[config.mk]
export PLATFORM = sky130hd
export DESIGN_NAME = axi_wr_subordinate
export DESIGN_NICKNAME = d
export VERILOG_FILES = /design/src/rtl/axi_wr_subordinate.sv
export SDC_FILE = /design/constraint.sdc
export NUM_CORES = 1
export LEC_CHECK = 0
export CAP_MARGIN = 20
export CORE_MARGIN = 1
export CORE_UTILIZATION = 40
export DETAILED_ROUTE_END_ITERATION = 8
export PLACE_DENSITY = 0.63
export SYNTH_ARGS = -nofsm -noshare
export SYNTH_HDL_FRONTEND = slang
export SYNTH_SLANG_ARGS = --single-unit
[constraint.sdc]
create_clock -name clk_i -period 7.7 [get_ports clk_i]
set_input_delay 2.31 -clock clk_i [delete_from_list [all_inputs] [get_ports clk_i]]
set_output_delay 2.31 -clock clk_i [all_outputs]
set_load 0.1 [all_outputs]
[src/rtl/axi_wr_subordinate.sv]
// AXI4 write-channel subordinate: one transaction at a time, FIXED/INCR/WRAP beat addressing,
// byte-enabled writes to a synchronous memory port and a single B response per burst.
module axi_wr_subordinate #(
    parameter int                    ID_WIDTH   = 4,
    parameter int                    ADDR_WIDTH = 32,
    parameter int                    DATA_WIDTH = 64,
    parameter logic [ADDR_WIDTH-1:0] BASE_ADDR  = '0,
    parameter int                    MEM_BYTES  = 4096,
    localparam int                   BUS_BYTES  = DATA_WIDTH / 8,
    localparam int                   IDX_W      = (MEM_BYTES > BUS_BYTES) ? $clog2(MEM_BYTES / BUS_BYTES) : 1
) (
    input  logic                  clk_i,
    input  logic                  rst_ni,
    input  logic [ID_WIDTH-1:0]   aw_id_i,
    input  logic [ADDR_WIDTH-1:0] aw_addr_i,
    input  logic [7:0]            aw_len_i,
    input  logic [2:0]            aw_size_i,
    input  logic [1:0]            aw_burst_i,
    input  logic                  aw_valid_i,
    output logic                  aw_ready_o,
    input  logic [DATA_WIDTH-1:0] w_data_i,
    input  logic [BUS_BYTES-1:0]  w_strb_i,
    input  logic                  w_last_i,
    input  logic                  w_valid_i,
    output logic                  w_ready_o,
    output logic [ID_WIDTH-1:0]   b_id_o,
    output logic [1:0]            b_resp_o,
    output logic                  b_valid_o,
    input  logic                  b_ready_i,
    output logic                  mem_we_o,
    output logic [IDX_W-1:0]      mem_addr_o,
    output logic [DATA_WIDTH-1:0] mem_wdata_o,
    output logic [BUS_BYTES-1:0]  mem_be_o
);
    localparam int OFF_W = $clog2(BUS_BYTES);
    localparam int EW    = ADDR_WIDTH + 17;

    localparam logic [1:0] RESP_OKAY   = 2'b00;
    localparam logic [1:0] RESP_SLVERR = 2'b10;
    localparam logic [1:0] RESP_DECERR = 2'b11;

    typedef enum logic [1:0] {S_INIT, S_IDLE, S_DATA, S_RESP} state_e;

    state_e                state_q, state_d;
    logic                  init_q;
    logic [ID_WIDTH-1:0]   id_q, id_d;
    logic [1:0]            err_q, err_d;
    logic [7:0]            cnt_q, cnt_d;
    logic [ADDR_WIDTH-1:0] addr_q, addr_d;
    logic [7:0]            len_q, len_d;
    logic [2:0]            size_q, size_d;
    logic [1:0]            burst_q, burst_d;

    // Error decode of the AW request, done in a widened space so window ends cannot overflow
    logic [EW-1:0] ext_addr, win_lo, win_hi, aw_bsz, aw_aligned, aw_span, aw_lower, aw_last;
    logic          dec_err, slv_err;

    always_comb begin
        ext_addr   = EW'(aw_addr_i);
        win_lo     = EW'(BASE_ADDR);
        win_hi     = win_lo + EW'(MEM_BYTES);
        aw_bsz     = EW'(1) << aw_size_i;
        aw_aligned = ext_addr & ~(aw_bsz - EW'(1));
        aw_span    = (EW'(aw_len_i) + EW'(1)) << aw_size_i;
        aw_lower   = ext_addr & ~(aw_span - EW'(1));
        case (aw_burst_i)
            2'b00:   aw_last = aw_aligned + aw_bsz - EW'(1);
            2'b10:   aw_last = aw_lower + aw_span - EW'(1);
            default: aw_last = aw_aligned + aw_span - EW'(1);
        endcase
        dec_err = (ext_addr < win_lo) || (ext_addr >= win_hi) || (aw_last >= win_hi);
        slv_err = (aw_size_i > 3'(OFF_W)) || (aw_burst_i == 2'b11)
                || ((aw_burst_i == 2'b10) && !(aw_len_i inside {8'd1, 8'd3, 8'd7, 8'd15}))
                || ((aw_burst_i == 2'b10) && ((ext_addr & (aw_bsz - EW'(1))) != '0))
                || ((aw_burst_i == 2'b01) && ((aw_aligned >> 12) != (aw_last >> 12)));
    end

    logic [ADDR_WIDTH-1:0] bsz_a, aligned_a, step_a, cont_a, lower_a, beat_addr;
    logic [7:0]            lane_lo, lane_hi;
    logic [BUS_BYTES-1:0]  lane_mask;
    logic                  final_beat;

    always_comb begin
        bsz_a     = ADDR_WIDTH'(1) << size_q;
        aligned_a = addr_q & ~(bsz_a - ADDR_WIDTH'(1));
        step_a    = ADDR_WIDTH'(cnt_q) << size_q;
        cont_a    = (ADDR_WIDTH'(len_q) + ADDR_WIDTH'(1)) << size_q;
        lower_a   = addr_q & ~(cont_a - ADDR_WIDTH'(1));
        case (burst_q)
            2'b00:   beat_addr = addr_q;
            2'b10:   beat_addr = lower_a + ((addr_q - lower_a + step_a) & (cont_a - ADDR_WIDTH'(1)));
            default: beat_addr = (cnt_q == 8'd0) ? addr_q : aligned_a + step_a;
        endcase
        // First beat of an unaligned burst starts mid-lane; mask ends at the size boundary
        lane_lo   = 8'(beat_addr[OFF_W-1:0]);
        lane_hi   = lane_lo | 8'((9'd1 << size_q) - 9'd1);
        lane_mask = '0;
        for (int b = 0; b < BUS_BYTES; b++) begin
            lane_mask[b] = (8'(b) >= lane_lo) && (8'(b) <= lane_hi);
        end
    end

    assign final_beat = (cnt_q == len_q);

    always_comb begin
        state_d = state_q;
        id_d    = id_q;
        err_d   = err_q;
        cnt_d   = cnt_q;
        addr_d  = addr_q;
        len_d   = len_q;
        size_d  = size_q;
        burst_d = burst_q;
        case (state_q)
            S_INIT: if (init_q) state_d = S_IDLE;
            S_IDLE: begin
                if (aw_valid_i) begin
                    id_d    = aw_id_i;
                    addr_d  = aw_addr_i;
                    len_d   = aw_len_i;
                    size_d  = aw_size_i;
                    burst_d = aw_burst_i;
                    cnt_d   = '0;
                    err_d   = dec_err ? RESP_DECERR : (slv_err ? RESP_SLVERR : RESP_OKAY);
                    state_d = S_DATA;
                end
            end
            S_DATA: begin
                if (w_valid_i) begin
                    cnt_d = cnt_q + 8'd1;
                    if ((w_last_i != final_beat) && (err_q != RESP_DECERR)) err_d = RESP_SLVERR;
                    if (final_beat) state_d = S_RESP;
                end
            end
            S_RESP: if (b_ready_i) state_d = S_IDLE;
            default: state_d = S_INIT;
        endcase
    end

    always_ff @(posedge clk_i or negedge rst_ni) begin
        if (!rst_ni) begin
            state_q <= S_INIT;
            init_q  <= 1'b0;
            id_q    <= '0;
            err_q   <= '0;
            cnt_q   <= '0;
        end else begin
            state_q <= state_d;
            init_q  <= 1'b1;
            id_q    <= id_d;
            err_q   <= err_d;
            cnt_q   <= cnt_d;
        end
    end

    always_ff @(posedge clk_i) begin
        addr_q  <= addr_d;
        len_q   <= len_d;
        size_q  <= size_d;
        burst_q <= burst_d;
    end

    assign aw_ready_o  = (state_q == S_IDLE);
    assign w_ready_o   = (state_q == S_DATA);
    assign b_valid_o   = (state_q == S_RESP);
    assign b_id_o      = id_q;
    assign b_resp_o    = err_q;
    assign mem_we_o    = w_valid_i & w_ready_o & (err_q == RESP_OKAY);
    assign mem_addr_o  = w_ready_o ? IDX_W'((beat_addr - BASE_ADDR) >> OFF_W) : '0;
    assign mem_be_o    = w_ready_o ? (w_strb_i & lane_mask) : '0;
    assign mem_wdata_o = w_data_i;
endmodule

Yosys cells after proc, flatten, opt, wreduce, memory -nomap -nowiden

Index checks and enable logic that the tools add are counted.

Multiplexer cells: 20
Add/subtract/negate cells: 18
Shift operators: 6
Reductions and logical operators: 29
Bitwise operators: 14
Equal/unequal tests: 21
Order comparisons: 18

Operator list:

| kind                                                  | number |
|---|---|
| subtractor 49 x 1 -> 49 bit, second input constant    | 5 |
| adder 49 bit                                          | 3 |
| AND 32 x 49 -> 49 bit                                 | 3 |
| inverter 49 bit                                       | 2 |
| case mux 49 bit (2 select lines)                      | 1 |
| >= comparator 49 x 13 -> 1 bit, second input constant | 1 |
| nonzero test 49 bit                                   | 1 |
| << shifter 1 x 3 -> 49 bit, first input constant      | 1 |
| << shifter 9 x 3 -> 49 bit                            | 1 |
| != test 37 bit                                        | 1 |
| adder 12 bit                                          | 3 |
| AND 12 bit                                            | 3 |
| >= comparator 32 x 13 -> 1 bit, second input constant | 1 |
| <= comparator 3 x 8 -> 1 bit, first input constant    | 4 |
| two-way mux 8 bit                                     | 3 |
| inverter 12 bit                                       | 2 |
| case mux 12 bit (2 select lines)                      | 1 |
| subtractor 12 x 1 -> 12 bit, second input constant    | 2 |
| two-way mux 2 bit                                     | 10 |
| adder 8 x 1 -> 9 bit, second input constant           | 2 |
| <= comparator 1 x 8 -> 1 bit, first input constant    | 2 |
| <= comparator 2 x 8 -> 1 bit, first input constant    | 2 |
| case mux 8 bit (2 select lines)                       | 1 |
| two-way mux 12 bit                                    | 1 |
| other kinds (38)                                      | 70 |

Input bits: 127
Bits in registers: 42
Output and inout bits: 91
Logic and storage cells: 135

Logic depth before layout (Yosys ltp)

Depth in word-level cells: 15
Mapped depth: 31
Depth with buffers taken out: 28

Worst setup path after synthesis

OpenSTA, ideal clock, no wires.

Path kind: flip-flop to output port
From: register size_q[0]
To: output mem_addr_o[8]
Stages on the path, launching flop included: 27
Buffers on the path: 3
Data required time: 5.390 ns
Data arrival time: 6.197 ns
Slack: -0.807 ns
Path through: edfxtp_1 -> clkbuf_1 -> buf_2 -> buf_1 -> nor3_1 -> nand2_1 -> ha_1 -> nand2b_1 -> ha_1 -> fa_1 -> a21oi_1 -> nor2_1 -> nor2_1 -> nor2b_1 -> o21a_1 -> o21ai_0 -> nand2b_1 -> a21oi_1 -> o21bai_1 -> a21oi_1 -> xnor2_1 -> and2_1 -> ha_1 -> a21oi_1 -> xor2_1 -> o22ai_1 -> mux2i_1

Longest elaborated chain between the ends: 10
Elaborated cells between the ends (all ways): 17
Classes of those cells: add/sub: 6; shift: 3; mux: 3; bitwise: 5

RTL lines:

| what                                 | RTL line | RTL |
|---|---|---|
| start, declared                      | 51       | `logic [2:0] size_q, size_d;` |
| start signal, assigned               | 159      | `size_q <= size_d;` |
| << shifter 9 x 3 -> 12 bit           | 87       | `cont_a = (ADDR_WIDTH'(len_q) + ADDR_WIDTH'(1)) << size_q;` |
| subtractor 12 x 1 -> 12 bit          | 88, 91   |  |
| inverter 12 bit                      | 88       | `lower_a = addr_q & ~(cont_a - ADDR_WIDTH'(1));` |
| AND 12 bit                           | 88       |  |
| subtractor 12 bit                    | 91       | `2'b10: beat_addr = lower_a + ((addr_q - lower_a + step_a) & (cont_a - ADDR_WIDTH'(1)));` |
| adder 12 bit                         | 91       |  |
| AND 12 bit                           | 91       |  |
| adder 12 bit                         | 91       |  |
| case mux 12 bit (2 select lines) (*) | 89       | `case (burst_q)` |
| two-way mux 9 bit (*)                | 169      | `assign mem_addr_o = w_ready_o ? IDX_W'((beat_addr - BASE_ADDR) >> OFF_W) : '0;` |
| end, declared                        | 31       | `output logic [IDX_W-1:0] mem_addr_o,` |

Mark *: on every way between the ends. The rest lies on a longest branch, timed or not.

Final worst setup path

From: register len_q[1]
To: output mem_addr_o[8]

Longest elaborated chain between the ends: 11

RTL lines:

| what                                 | RTL line | RTL |
|---|---|---|
| start, declared                      | 50       | `logic [7:0] len_q, len_d;` |
| start signal, assigned               | 158      | `len_q <= len_d;` |
| adder 8 x 1 -> 9 bit (*)             | 87       |  |
| << shifter 9 x 3 -> 12 bit (*)       | 87       |  |
| subtractor 12 x 1 -> 12 bit (*)      | 88, 91   |  |
| inverter 12 bit                      | 88       |  |
| AND 12 bit                           | 88       |  |
| subtractor 12 bit                    | 91       |  |
| adder 12 bit                         | 91       |  |
| AND 12 bit                           | 91       |  |
| adder 12 bit (*)                     | 91       |  |
| case mux 12 bit (2 select lines) (*) | 89       |  |
| two-way mux 9 bit (*)                | 169      |  |

Marks and branches as above.

==> summary.txt <==
Final layout
  • Area Growth Syn to Fin: 42.6%
  • Commonest non-fill, non-tap cell in the layout: buf_4
  • Post-layout net count: ~2300
  • Layout cells sized above 1: 32.6%
  • Final Util: around three fifths
  • ANT cells: 0
  • Most frequent cells in the layout: buf_4 (394), nand2_1 (187), inv_1 (139)
  • Layout Cells excl Fill: around 2400
  • FILL cells: approximately 2700

Pwr
  • Static Leakage: between 7 and 8 nW
  • Net Switching: about 1.9 mW
  • Register share of total power: about a tenth
  • Share of total power in combinational logic: 83.3%
  • P_int: ~1.7 mW
  • Net Sw Frac: 51.5%
  • Clock share of power: between 6 and 7%
  • Worst vdd ir: between 0.1 and 0.15 mV
  • Pwr Density: approximately 210 nW/um^2

Clock tree
  • Clock Latency Late Sink: roughly 0.3 ns
  • Clock transition at the registers of the reported paths: 0.06 ns
  • Max H-tree Level: 2
  • CTS sink count: between 40 and 50
  • Post-CTS Hold Buffers: 0
  • Clk buf depth: 2
  • CTS Root Cell: clkbuf_16
  • CTS tree: yes
  • Num CTS Buffers: 5

Logic synthesis
  • Syn_area_per_cell: around 7.1 sq um
  • Post-synth EDFFs: 25
  • Ys async rst share: 40.5%
  • Seq/Total Area, Yosys: 9.73%
  • Synth cell types: between 90 and 100
  • Flop and latch count out of synthesis: 42
  • Prevailing post-synth register cell: edfxtp_1
  • Post-synth net total: ~2000
  • Warnings, synthesis: 0
  • Synth Instances: 1710
  • Mapped Area: roughly 12000 sq um

STA
  • Final Max Slew Viols: 0
  • Final setup fails: 0
  • Tightest Pin Transition: roughly 1 ns
  • Fin crit period: roughly 7.6 ns
  • Fin crit share: between 90% and 100%
  • Max frequency: around 0.13 GHz
  • Clock Skew: roughly 0.0094 ns
  • WHS: slightly above 0.5 ns
  • Fin. Hold Viols: 0
  • Slew headroom: between 30% and 40%

Worst setup path
  • Worst setup EP type: output port
  • Worst EP required: ~5.4 ns
  • Worst setup SP type: register
  • Worst EP arrival: about 5.3 ns
  • CP max FO: 6
  • Crit Path Category: register to output port

Status
  • Status: completed

Routing
  • WL final: between 40 and 50 mm
  • Routed WL per cell: approximately 18 microns
  • Vias: roughly 14000
  • Vias per std cell: 5.74
  • M1 WL: around 19 mm
  • Final ANT Viol Nets: 0
  • Drt first pass iters: 6
  • Starting DRT DRC Count: 963
  • Metal3 WL: 2.25 mm
  • DR WL met2: roughly 22 mm
  • Top layer in use: met4
  • Number of remaining DRC errors: 0

Floorplanning
  • Row count: 63
  • # IOs: 218
  • Starting Density: between 40% and 50%
  • Die area: 30900 sq um
  • Std-Cell Core Area: approximately 30000 sq um
  • Die Wd: 176 microns
  • Die height: approximately 180 microns

Placed design
  • Input/output buffers: 89
  • Post-DP HPWL: 35.7 mm
  • Cells after DPL: 2374
  • GPL Wtd Cong: between 0.9 and 1

Run
  • Max-cap violations: 0

Global routing
  • Total gr overflow: 0
  • Initial antenna violation count: 0
  • Total global-route track usage: between 20 and 30%
  • Global-route wire length before repair: 68.2 mm
  • Largest net degree at the start of global routing: 26
  • Vias in the first global route: 13400

Worst hold path
  • HP Class: register to register
==> registers in the layout (all words and copies together), names as in the netlist <==
register  cells
cnt_q         8
b_resp_o      2
size_q        3
b_id_o        4
addr_q       12
len_q         8
state_q       2
init_q        1
burst_q       2
==> synth_stat cells (6+ instances only) <==
cell | count | area [sq um]
nand3b_1 | 8 | 60.1
or3_1 | 7 | 43.8
a21boi_0 | 9 | 67.6
mux2i_1 | 30 | 300
and2_1 | 17 | 106
o21a_1 | 20 | 150
nand2_1 | 198 | 743
nor4_1 | 22 | 138
buf_6 | 7 | 78.8
o31ai_1 | 8 | 60.1
nor2b_1 | 29 | 181
inv_1 | 143 | 537
o21ai_1 | 7 | 35.0
a41oi_1 | 6 | 52.6
o221ai_1 | 6 | 52.6
buf_1 | 6 | 22.5
o21bai_1 | 11 | 82.6
xnor2_1 | 59 | 517
buf_4 | 68 | 510
o21ai_0 | 102 | 510
nand2b_1 | 50 | 313
edfxtp_1 | 25 | 751
o22ai_1 | 15 | 93.8
or2_2 | 7 | 43.8
mux2_2 | 12 | 135
buf_2 | 6 | 30.0
a21oi_1 | 133 | 666
a31oi_1 | 13 | 81.3
a221oi_1 | 6 | 52.6
o2111ai_1 | 8 | 70.1
o211ai_1 | 22 | 165
a211oi_1 | 20 | 150
dfrtp_1 | 17 | 425
nand4_1 | 30 | 188
xor2_1 | 39 | 342
clkbuf_1 | 76 | 285
nor2_1 | 101 | 379
nor3_1 | 38 | 190
and3_1 | 7 | 43.8
a21o_1 | 25 | 188
nand3_1 | 39 | 195
ha_1 | 151 | 1890
==> cell families (layout without fill, tap and decap cells) <==
family / after synthesis / count (layout) / synth area share [%]
compound gates: 473 / 473 / 26.1
buf+inv: 308 / 655 / 12.2
fa+ha+maj: 156 / 156 / 16.5
simple gates: 587 / 587 / 24.5
flops: 42 / 42 / 9.73
mux: 43 / 43 / 3.79
xor+xnor: 99 / 99 / 7.24
other cells: 2 / 2 / 0.0621
==> per-layer routing <==
metal / track usage (%) / vias up
met4: 10.8 / 0
met2: 48.7 / 518
met3: 1.62 / 129
met1: 34.5 / 6656
met5: 0 / -
li1: - / 6734
==> power by group through the flow <==
stage	clock network (mW)	registers [mW]	logic, mW
5_1_grt	0.241	0.376	3.23
6_report	0.233	0.369	3.00
3_3_place_gp	0	0.367	2.54
3_5_place_dp	0	0.370	2.59
2_1_floorplan	0	0.429	1.87
4_1_cts	0.237	0.367	2.68
==> final timing paths <==
check / slack [ns] / end / start / cells past startpoint
min in group asynchronous: 2.47 / init_q$_DFF_PN0_ / rst_ni / 1
hold / removal: 0.51 / b_id_o[2]$_DFFE_PN0P_ / b_id_o[2]$_DFFE_PN0P_ / 1
hold reg to reg: 0.51 / b_id_o[2]$_DFFE_PN0P_ / b_id_o[2]$_DFFE_PN0P_ / 1
max in group asynchronous: 4.74 / cnt_q[6]$_DFFE_PN0P_ / rst_ni / 1
setup reg to reg: 5.45 / cnt_q[7]$_DFFE_PN0P_ / state_q[0]$_DFFE_PN0P_ / 8
setup / recovery: 0.13 / mem_addr_o[8] / len_q[1]$_DFFE_PP_ / 23
==> timing repair <==
action	in CTS	in global routing
resized for setup	106	187
gates cloned	0	1
endpoints found under the setup margin	3	5
pin swaps	51	96
buffers inserted	24	43
==> worst max-delay path, stage by stage (launching register included) <==
cell,delay (ns)
edfxtp_1,0.47
buf_6,0.18
and2_1,0.20
a311oi_2,0.29
nor4_1,0.11
o31ai_2,0.39
o221ai_2,0.19
or2_4,0.30
nor2_2,0.17
xor2_2,0.21
nand2_1,0.11
ha_1,0.33
ha_4,0.29
inv_1,0.04
o21bai_1,0.15
a21oi_1,0.10
xnor2_1,0.12
and2_1,0.18
ha_4,0.28
a21oi_2,0.05
xor2_1,0.16
o22ai_2,0.14
mux2i_2,0.28
buf_12,0.21
==> stage by stage <==
step | cell area, sq um | power [mW] | setup TNS (ns) | setup slack, ns
after floorplan | 12100 | 2.30 | -0.317 | -0.317
after global placement | 15400 | 2.91 | -2.30 | -1.17
after detailed placement | 15400 | 2.96 | -2.19 | -1.11
after CTS | 16100 | 3.28 | 0 | 0.000472
after global routing | 17200 | 3.85 | -0.257 | -0.0890
final | 17200 | 3.60 | 0 | 0.128
==> cell type report <==
class / instances / area, sq um / share of cell area [%]
Multi-Input combinational cell: 1360 / 10600 / 61.7
Timing Repair Buffer: 503 / 4230 / 24.6
Sequential cell: 42 / 1180 / 6.82
Inverter: 144 / 541 / 3.13
Tap cell: 390 / 488 / 2.83
Clock buffer: 6 / 150 / 0.871
Clock inverter: 2 / 10.0 / 0.0581
No activity file was read; power rests on OpenSTA's default activity.
